[src/rtl/dff_rr_write_arbiter_if.sv]
// Write bus between the producer blocks and the round-robin register arbiter.
//
// Handshake: req[i] is a level-sensitive write-valid from requester i and
// gnt[i] is the registered ready for that requester. A write beat happens at
// a rising edge where the arbiter holds gnt[i]=1 and req[i]=1; the data slice
// req_data[i*DATA_W +: DATA_W] is captured into q at that edge and q_valid
// is high for the following cycle. Dropping req[i] while granted ends the
// burst without a capture. req_last[i] is only meaningful on a beat.
interface dff_rr_write_arbiter_if #(
    parameter int NUM_REQ = 4,
    parameter int DATA_W  = 8,
    parameter int OW      = (NUM_REQ > 1) ? $clog2(NUM_REQ) : 1
);
    logic [NUM_REQ-1:0]        req;
    logic [NUM_REQ*DATA_W-1:0] req_data;
    logic [NUM_REQ-1:0]        req_last;
    logic [NUM_REQ-1:0]        gnt;
    logic [DATA_W-1:0]         q;
    logic                      q_valid;
    logic [OW-1:0]             q_owner;

    // Producer side: drives requests and data, observes grant and register.
    modport master (
        output req, req_data, req_last,
        input  gnt, q, q_valid, q_owner
    );

    // Arbiter side.
    modport slave (
        input  req, req_data, req_last,
        output gnt, q, q_valid, q_owner
    );
endinterface

[src/rtl/dff_rr_write_arbiter.sv]
// Round-robin arbiter that sequences write bursts from NUM_REQ requesters
// into one shared DATA_W-bit register. One grant at a time, bursts capped at
// MAX_BURST beats, one idle cycle between bursts for re-arbitration.
module dff_rr_write_arbiter #(
    parameter int NUM_REQ   = 4,
    parameter int DATA_W    = 8,
    parameter int MAX_BURST = 4
) (
    input  logic                    clk,
    input  logic                    rst,
    dff_rr_write_arbiter_if.slave   bus,
    output logic                    o_dbg_state
);

    localparam int OW = (NUM_REQ > 1) ? $clog2(NUM_REQ) : 1;
    localparam int CW = $clog2(MAX_BURST + 1);

    typedef enum logic {
        S_IDLE  = 1'b0,
        S_GRANT = 1'b1
    } state_t;

    state_t              r_state;
    logic [NUM_REQ-1:0]  r_gnt;
    logic [DATA_W-1:0]   r_q;
    logic                r_q_valid;
    logic [OW-1:0]       r_q_owner;
    logic [OW-1:0]       r_owner;
    logic [OW-1:0]       r_last_winner;
    logic [CW-1:0]       r_beat_cnt;

    logic                w_found;
    logic [OW-1:0]       w_winner;
    logic [OW:0]         w_sum;
    logic [OW-1:0]       w_cand;
    logic [NUM_REQ-1:0]  w_onehot;
    logic                w_own_req;
    logic                w_own_last;
    logic [DATA_W-1:0]   w_own_data;
    logic                w_final;

    // Rotating priority search: first pending request after last_winner, with wrap.
    always_comb begin
        w_found  = 1'b0;
        w_winner = '0;
        w_sum    = '0;
        w_cand   = '0;
        for (int k = 0; k < NUM_REQ; k++) begin
            w_sum = {1'b0, r_last_winner} + (OW+1)'(k + 1);
            if (w_sum >= (OW+1)'(NUM_REQ)) begin
                w_sum = w_sum - (OW+1)'(NUM_REQ);
            end
            w_cand = w_sum[OW-1:0];
            if (!w_found && bus.req[w_cand]) begin
                w_found  = 1'b1;
                w_winner = w_cand;
            end
        end
    end

    // Select the current owner's request, last flag and data slice.
    always_comb begin
        w_onehot   = '0;
        w_own_req  = 1'b0;
        w_own_last = 1'b0;
        w_own_data = '0;
        for (int k = 0; k < NUM_REQ; k++) begin
            w_onehot[k] = (w_winner == OW'(k));
            if (r_owner == OW'(k)) begin
                w_own_req  = bus.req[k];
                w_own_last = bus.req_last[k];
                w_own_data = bus.req_data[k*DATA_W +: DATA_W];
            end
        end
    end

    // A beat ends the burst on req_last or when the beat cap is reached.
    assign w_final = w_own_last || (r_beat_cnt == CW'(MAX_BURST - 1));

    // Arbitration FSM and the shared register; all outputs registered.
    always_ff @(posedge clk or posedge rst) begin
        if (rst) begin
            r_state       <= S_IDLE;
            r_gnt         <= '0;
            r_q           <= '0;
            r_q_valid     <= 1'b0;
            r_q_owner     <= '0;
            r_owner       <= '0;
            r_beat_cnt    <= '0;
            r_last_winner <= OW'(NUM_REQ - 1);
        end else begin
            case (r_state)
                S_IDLE: begin
                    r_q_valid <= 1'b0;
                    if (w_found) begin
                        r_gnt      <= w_onehot;
                        r_owner    <= w_winner;
                        r_beat_cnt <= '0;
                        r_state    <= S_GRANT;
                    end
                end
                S_GRANT: begin
                    if (w_own_req) begin
                        r_q        <= w_own_data;
                        r_q_valid  <= 1'b1;
                        r_q_owner  <= r_owner;
                        r_beat_cnt <= r_beat_cnt + CW'(1);
                        if (w_final) begin
                            r_gnt         <= '0;
                            r_last_winner <= r_owner;
                            r_state       <= S_IDLE;
                        end
                    end else begin
                        // Withdrawal: release the grant without touching q.
                        r_q_valid     <= 1'b0;
                        r_gnt         <= '0;
                        r_last_winner <= r_owner;
                        r_state       <= S_IDLE;
                    end
                end
                default: begin
                    r_state <= S_IDLE;
                end
            endcase
        end
    end

    assign bus.gnt     = r_gnt;
    assign bus.q       = r_q;
    assign bus.q_valid = r_q_valid;
    assign bus.q_owner = r_q_owner;
    assign o_dbg_state = (r_state == S_GRANT);

endmodule

[src/flat_wrapper.sv]
// flat-port wrapper written by rule: the top's interface ports become plain ports
module dff_rr_write_arbiter_flat 
#(
    parameter int NUM_REQ   = 4,
    parameter int DATA_W    = 8,
    parameter int MAX_BURST = 4
)
  (clk, rst, o_dbg_state, bus_req, bus_req_data, bus_req_last, bus_gnt, bus_q, bus_q_valid, bus_q_owner);
  dff_rr_write_arbiter_if #(.NUM_REQ(NUM_REQ), .DATA_W(DATA_W)) bus_i ();
  input  logic clk;
  input  logic rst;
  output logic o_dbg_state;
  input wire logic [$bits(bus_i.req)-1:0] bus_req;
  input wire logic [$bits(bus_i.req_data)-1:0] bus_req_data;
  input wire logic [$bits(bus_i.req_last)-1:0] bus_req_last;
  output wire logic [$bits(bus_i.gnt)-1:0] bus_gnt;
  output wire logic [$bits(bus_i.q)-1:0] bus_q;
  output wire logic [$bits(bus_i.q_valid)-1:0] bus_q_valid;
  output wire logic [$bits(bus_i.q_owner)-1:0] bus_q_owner;
  assign bus_i.req = bus_req;
  assign bus_i.req_data = bus_req_data;
  assign bus_i.req_last = bus_req_last;
  assign bus_gnt = bus_i.gnt;
  assign bus_q = bus_i.q;
  assign bus_q_valid = bus_i.q_valid;
  assign bus_q_owner = bus_i.q_owner;
  dff_rr_write_arbiter #(.NUM_REQ(NUM_REQ), .DATA_W(DATA_W), .MAX_BURST(MAX_BURST)) u_core (.clk(clk), .rst(rst), .bus(bus_i), .o_dbg_state(o_dbg_state));
endmodule
[config.mk]
export PLATFORM = sky130hd
export DESIGN_NAME = dff_rr_write_arbiter_flat
export DESIGN_NICKNAME = d
export VERILOG_FILES = /design/src/rtl/dff_rr_write_arbiter_if.sv /design/src/rtl/dff_rr_write_arbiter.sv /design/src/flat_wrapper.sv
export SDC_FILE = /design/constraint.sdc
export NUM_CORES = 1
export LEC_CHECK = 0
export BUFFER_PORTS_ARGS = -buffer_cell sky130_fd_sc_hd__buf_4
export CAP_MARGIN = 0
export CORE_ASPECT_RATIO = 1.2
export CORE_MARGIN = 2
export CORE_UTILIZATION = 45
export CTS_CLUSTER_SIZE = 25
export DETAILED_ROUTE_END_ITERATION = 10
export GPL_TIMING_DRIVEN = 0
export MAX_ROUTING_LAYER = met4
export PLACE_DENSITY = 0.87
export SYNTH_ARGS = -nofsm -noshare
export SYNTH_HDL_FRONTEND = slang
export SYNTH_SLANG_ARGS = --single-unit
[constraint.sdc]
create_clock -name clk -period 2.7 [get_ports clk]
set_clock_uncertainty 0.1 [all_clocks]
set_input_delay 0.135 -clock clk [delete_from_list [all_inputs] [get_ports clk]]
set_output_delay 0.135 -clock clk [all_outputs]
set_load 0.1 [all_outputs]
* After elaboration in Yosys (flattened, before gate mapping)
Index checks and enable logic that the tools add are counted.
** Cells by class
- Add/subtract/negate cells :: 9
- Multipliers :: 0
- Divide/modulo/power cells :: 0
- $lt $le $gt $ge :: 8
- Equal/unequal tests :: 11
- Shift-type cells :: 0
- Muxes and demuxes :: 47
- Bitwise gates (word level) :: 1
- Reductions and logical operators :: 14
** Operators with widths (count)
- $mux 8 :: 4
- $mux 1 :: 20
- $mux 2 :: 10
- $ge 3x3->1 const B :: 4
- $lt 2x3->1 const B :: 4
- $mux 4 :: 3
- $reduce_and 2->1 :: 5
- $bmux 1 s2 :: 4
- $eq 2x2->1 const B :: 4
- $pmux 4 s2 :: 1
- $sub 2x1->2 const B :: 4
- $add 2x2->3 const B :: 2
- $mux 3 :: 2
- $pmux 3 s2 :: 1
- $eq 2x1->1 const B :: 2
- $logic_not 2->1 :: 2
- $ne 2x2->1 const B :: 2
- $pmux 1 s2 :: 2
- $add 2x1->3 const B :: 1
- $add 2x3->3 const B :: 1
- $add 3x1->3 const B :: 1
- $eq 3x2->1 const B :: 1
- $logic_and 1x1->1 :: 3
- $logic_not 1->1 :: 3
- 4 further kinds :: 4
** Storage, ports and cells
- Register bits :: 23
- Bits in latches :: 0
- Memory bits (writable) :: 0
- Memory bits (read-only) :: 0
- Input bits :: 42
- Output and inout bits :: 16
- Logic and storage cells :: 98
- Memories :: 0

* Logic depth before layout (Yosys ltp)
- Depth after elaboration :: 18
- Mapped depth :: 6
- Depth with buffers taken out :: 6

* Worst setup path before layout
Ideal clock, no wire load.
- Path type :: register to register
- Start :: register u_core.r_state, in the netlist u_core.o_dbg_state
- End :: register u_core.r_last_winner[0]
- Library setup time :: 0.082 ns
- Data arrival time :: 1.771 ns
- Data required time :: 2.518 ns
- Slack :: 0.746 ns
- Stages on the path, launching flop included :: 4
- Path buffers :: 0
- Cells stage by stage :: dfrtp_1 -> inv_1 -> a21oi_4 -> mux2_4
** On the way
- Word-level cells in the longest chain between the ends :: 1
** Ends and longest elaborated chain
- start, declared :: RTL line dff_rr_write_arbiter.sv:23 : state_t r_state;
- start signal, assigned :: RTL line dff_rr_write_arbiter.sv:83 : r_state <= S_IDLE;
- start signal, assigned :: RTL line dff_rr_write_arbiter.sv:99 : r_state <= S_GRANT;
- start signal, assigned :: RTL line dff_rr_write_arbiter.sv:111 : r_state <= S_IDLE;
- $reduce_and 2->1 (no source line)
- end signal, assigned :: RTL line dff_rr_write_arbiter.sv:90 : r_last_winner <= OW'(NUM_REQ - 1);
- end signal, assigned :: RTL line dff_rr_write_arbiter.sv:110 : r_last_winner <= r_owner;
- end signal, assigned :: RTL line dff_rr_write_arbiter.sv:117 : r_last_winner <= r_owner;
- end, declared :: RTL line dff_rr_write_arbiter.sv:29 : logic [OW-1:0] r_last_winner;
No other way between the ends.
A chain may end at the register's enable or synchronous reset.

* Final worst setup path
- Start :: register u_core.r_owner[0]
- End :: register u_core.r_q[7], in the netlist u_core.bus.q[7]
** On the way
- Word-level cells in the longest chain between the ends :: 6
- Elaborated cells between the ends (all ways) :: 13
- Classes of those cells :: 3 x eq/ne; 8 x mux; 2 x reduce/logical
** Ends and longest elaborated chain
- start, declared :: RTL line dff_rr_write_arbiter.sv:28 : logic [OW-1:0] r_owner;
- start signal, assigned :: RTL line dff_rr_write_arbiter.sv:97 : r_owner <= w_winner;
- $logic_not 2->1 :: RTL line dff_rr_write_arbiter.sv:69 : if (r_owner == OW'(k)) begin
- $mux 1 (4 in series) :: RTL line dff_rr_write_arbiter.sv:69
- $reduce_and 2->1 (no source line)
- end signal, assigned :: RTL line dff_rr_write_arbiter.sv:104 : r_q <= w_own_data;
- end, declared :: RTL line dff_rr_write_arbiter.sv:25 : logic [DATA_W-1:0] r_q;
Parallel ways exist; a longest one is shown, timed or not.

==> impl_metrics.toml <==
[finish]
stdcell_area_mm2 = 0.00181
final_cells = 197
syn_to_final_growth_pct = 38.9
seq_area_um2 = 578
layout.nets = 208
multiInputGateArea_um2 = 669
fin_util_pct = 65.0
nFillCells = 205
insertedDiodeCount = 0
layout-drive-gt1-share_pct = 55.8

[global_routing]
grt_use_met2_pct = 39.2
grt_pass1_vias = 1136
grt_use_met3_pct = 2.39
grt_max_degree = 24
grt_pass1_wl_um = 5200
track_usage_pct = 22.0
antenna_found_initial = 0
top_usage_layer = "met2"
use_met1_pct = 24.4
overflow = 0

[setup_path]
arrival_ps = 2000
max_stage_delay_ps = 600
endpoint_kind = "flop"
crit_family = "multiplexers"
worst_ep_required_time_ps = 2800
crit_chain = "buf_6 > mux4_2 > nand2_4 > buf_8 > mux2_2"
crit_buf_inv = 2
cp_max_fo = 10
cp_slowest_cell = "mux4_2"
path_class = "flop to flop"
cp-start-kind = "flop"

[die]
fp-row-count = 21
die_w_um = 53.1
io_pins = 58
core_area_mm2 = 0.00279
die_h_um = 62.9
die_area_mm2 = 0.00334
initial_core_util_pct = 46.8

[detailed_routing]
first_iter_violations = 29
post_drt_wl_per_cell_um = 16.1
wl_um = 3180
drc = 0
vias = 1069
drt-vias-per-instance = 5.43
antenna_left = 0
dr.pass1.iters = 4

[sta]
setup_viol = 0
max_clock_freq_mhz = 528
max-slew-margin-rel_pct = 34.3
finalMaxSlewViolations = 0
fin_crit_ps = 1890
worst_pin_slew_ps = 974
setup_tns_ps = 0
rsz0062_at_grt = "no"
finalHoldViolCount = 0
finalCritPeriodShare_pct = 70.1

[cts]
cts_buffer_depth = 2
cts_root_buf = "clkbuf_4"
numCtsBuffers = 3
htreeDepth = 1
clk_latency_ps = 300
cts_sinks = 23
clk_pin_slew_ps = 120
post_cts_buffers = 0
cts_tree = "built"

[synth]
synth_seq_cells = 23
yosysWarnings = 0
mappedNetlistArea_mm2 = 0.00130
yosysSeqAreaShare_pct = 44.4
synth_cells = 101
yosysMostFrequentCell = "dfrtp_1"
synth_top_area_share_pct = 40.3
syn_area_per_cell_um2 = 12.9
synth_common_cells = "dfrtp_1 (21), mux2_2 (11), mux4_2 (8), nand2_1 (8)"
ys_types = 33
synth_edf_count = 0
synthesis.nets = 145
synthTopCellsByArea = "dfrtp_1 (40%), mux4_2 (14%), mux2_2 (9.5%)"
postSynth.asyncResetShare_pct = 100
synth_top_flop_cell = "dfrtp_1"
yosys.area.top_type = "dfrtp_1"

[hold_path]
hold_path_class = "primary input to flop"

[placement]
placedCellCount = 192
hpwlAfterDp_um = 2490
port_buffers = 57
gp_congestion = 0.777
place_area_mm2 = 0.00177

[run_status]
status = "finished clean"

[flow_run]
maxCapViolCount = 0
cell usage in the layout, fill, tap and decap left out, drive strengths merged:
master,count
buf,61
o22a,1
xor2,1
clkbuf,5
nand2b,2
a22o,1
nor3,1
inv,4
ha,2
o22ai,1
mux2,13
nor4,1
nand2,9
o21ai,4
nand3,3
dfrtp,21
dlygate4sd3,1
o311ai,1
nor2,4
mux2i,2
o2bb2ai,2
or2,2
nor2b,3
a21oi,3
dfstp,2
mux4,9
o32ai,2
a21o,2
logic make-up (layout without fill, tap and decap cells):
kind of cell	count (synthesis)	in the layout	share of synthesized area, %
AND/OR/NAND/NOR	25	25	9.70
multiplexers	24	24	29.2
flip-flops	23	23	44.4
AO/OA/AOI/OAI	17	17	9.90
buffers and inverters	9	71	4.23
adder cells (fa/ha/maj)	2	2	1.92
XOR/XNOR	1	1	0.673
sequential cells by signal, indices dropped and copies added, names as in the netlist:
register	cells
u_core.r_owner	2
u_core.r_last_winner	2
u_core.o_dbg_state	1
u_core.bus.q_owner	2
u_core.bus.gnt	4
u_core.r_beat_cnt	3
u_core.bus.q	8
u_core.bus.q_valid	1
per-layer routing:
metal	vias to the layer above	part of all wire (%)
li1	501	-
met1	534	38
met2	30	56
met3	4	4.0
met4	0	1.7
met5	-	0
metrics by stage:
stage	setup slack [ps]	hold WS, ps
after floorplan	746	35.4
after global placement	829	255
after detailed placement	821	265
after CTS	798	56.9
after global routing	739	80.0
final	806	63.9
tightest hold or removal path: cells and delay by family:
family | cells | cell delay, ps
AO/OA/AOI/OAI | 1 | 60
AND/OR/NAND/NOR | 2 | 130
buffers and inverters | 1 | 110
area by class of cell:
| class | instances | area share, % |
|---|---|---|
| Sequential cell | 23 | 32.0 |
| Inverter | 4 | 0.830 |
| Multi-Input combinational cell | 69 | 37.0 |
| Clock buffer | 4 | 1.45 |
| Tap cell | 34 | 2.35 |
| Buffer | 5 | 2.21 |
| Timing Repair Buffer | 58 | 24.2 |
what timing repair did:
action                    4_1_cts  5_1_grt
gates resized for setup         0        0
hold endpoints to repair       21        0
hold buffers                    1        0
path summary, 6_finish.rpt:
| check | from | to | slack (ps) | depth (start not counted) |
|---|---|---|---|---|
| hold reg to reg | u_core.bus.q[0]$_DFFE_PP0P_ | u_core.bus.q[0]$_DFFE_PP0P_ | 420 | 1 |
| setup reg to reg | u_core.r_owner[0]$_DFFE_PP0P_ | u_core.bus.q[7]$_DFFE_PP0P_ | 810 | 5 |
| min in group asynchronous | rst | u_core.bus.q[6]$_DFFE_PP0P_ | 480 | 3 |
| max in group asynchronous | rst | u_core.o_dbg_state$_DFF_PP0_ | 1470 | 3 |
| hold / removal | bus_req[0] | u_core.r_beat_cnt[0]$_DFFE_PP0P_ | 60 | 4 |
| setup / recovery | u_core.r_owner[0]$_DFFE_PP0P_ | u_core.bus.q[7]$_DFFE_PP0P_ | 810 | 5 |
Power is not shown: default switching activity piles up to over one toggle a cycle in this logic, so the estimate is an artifact.
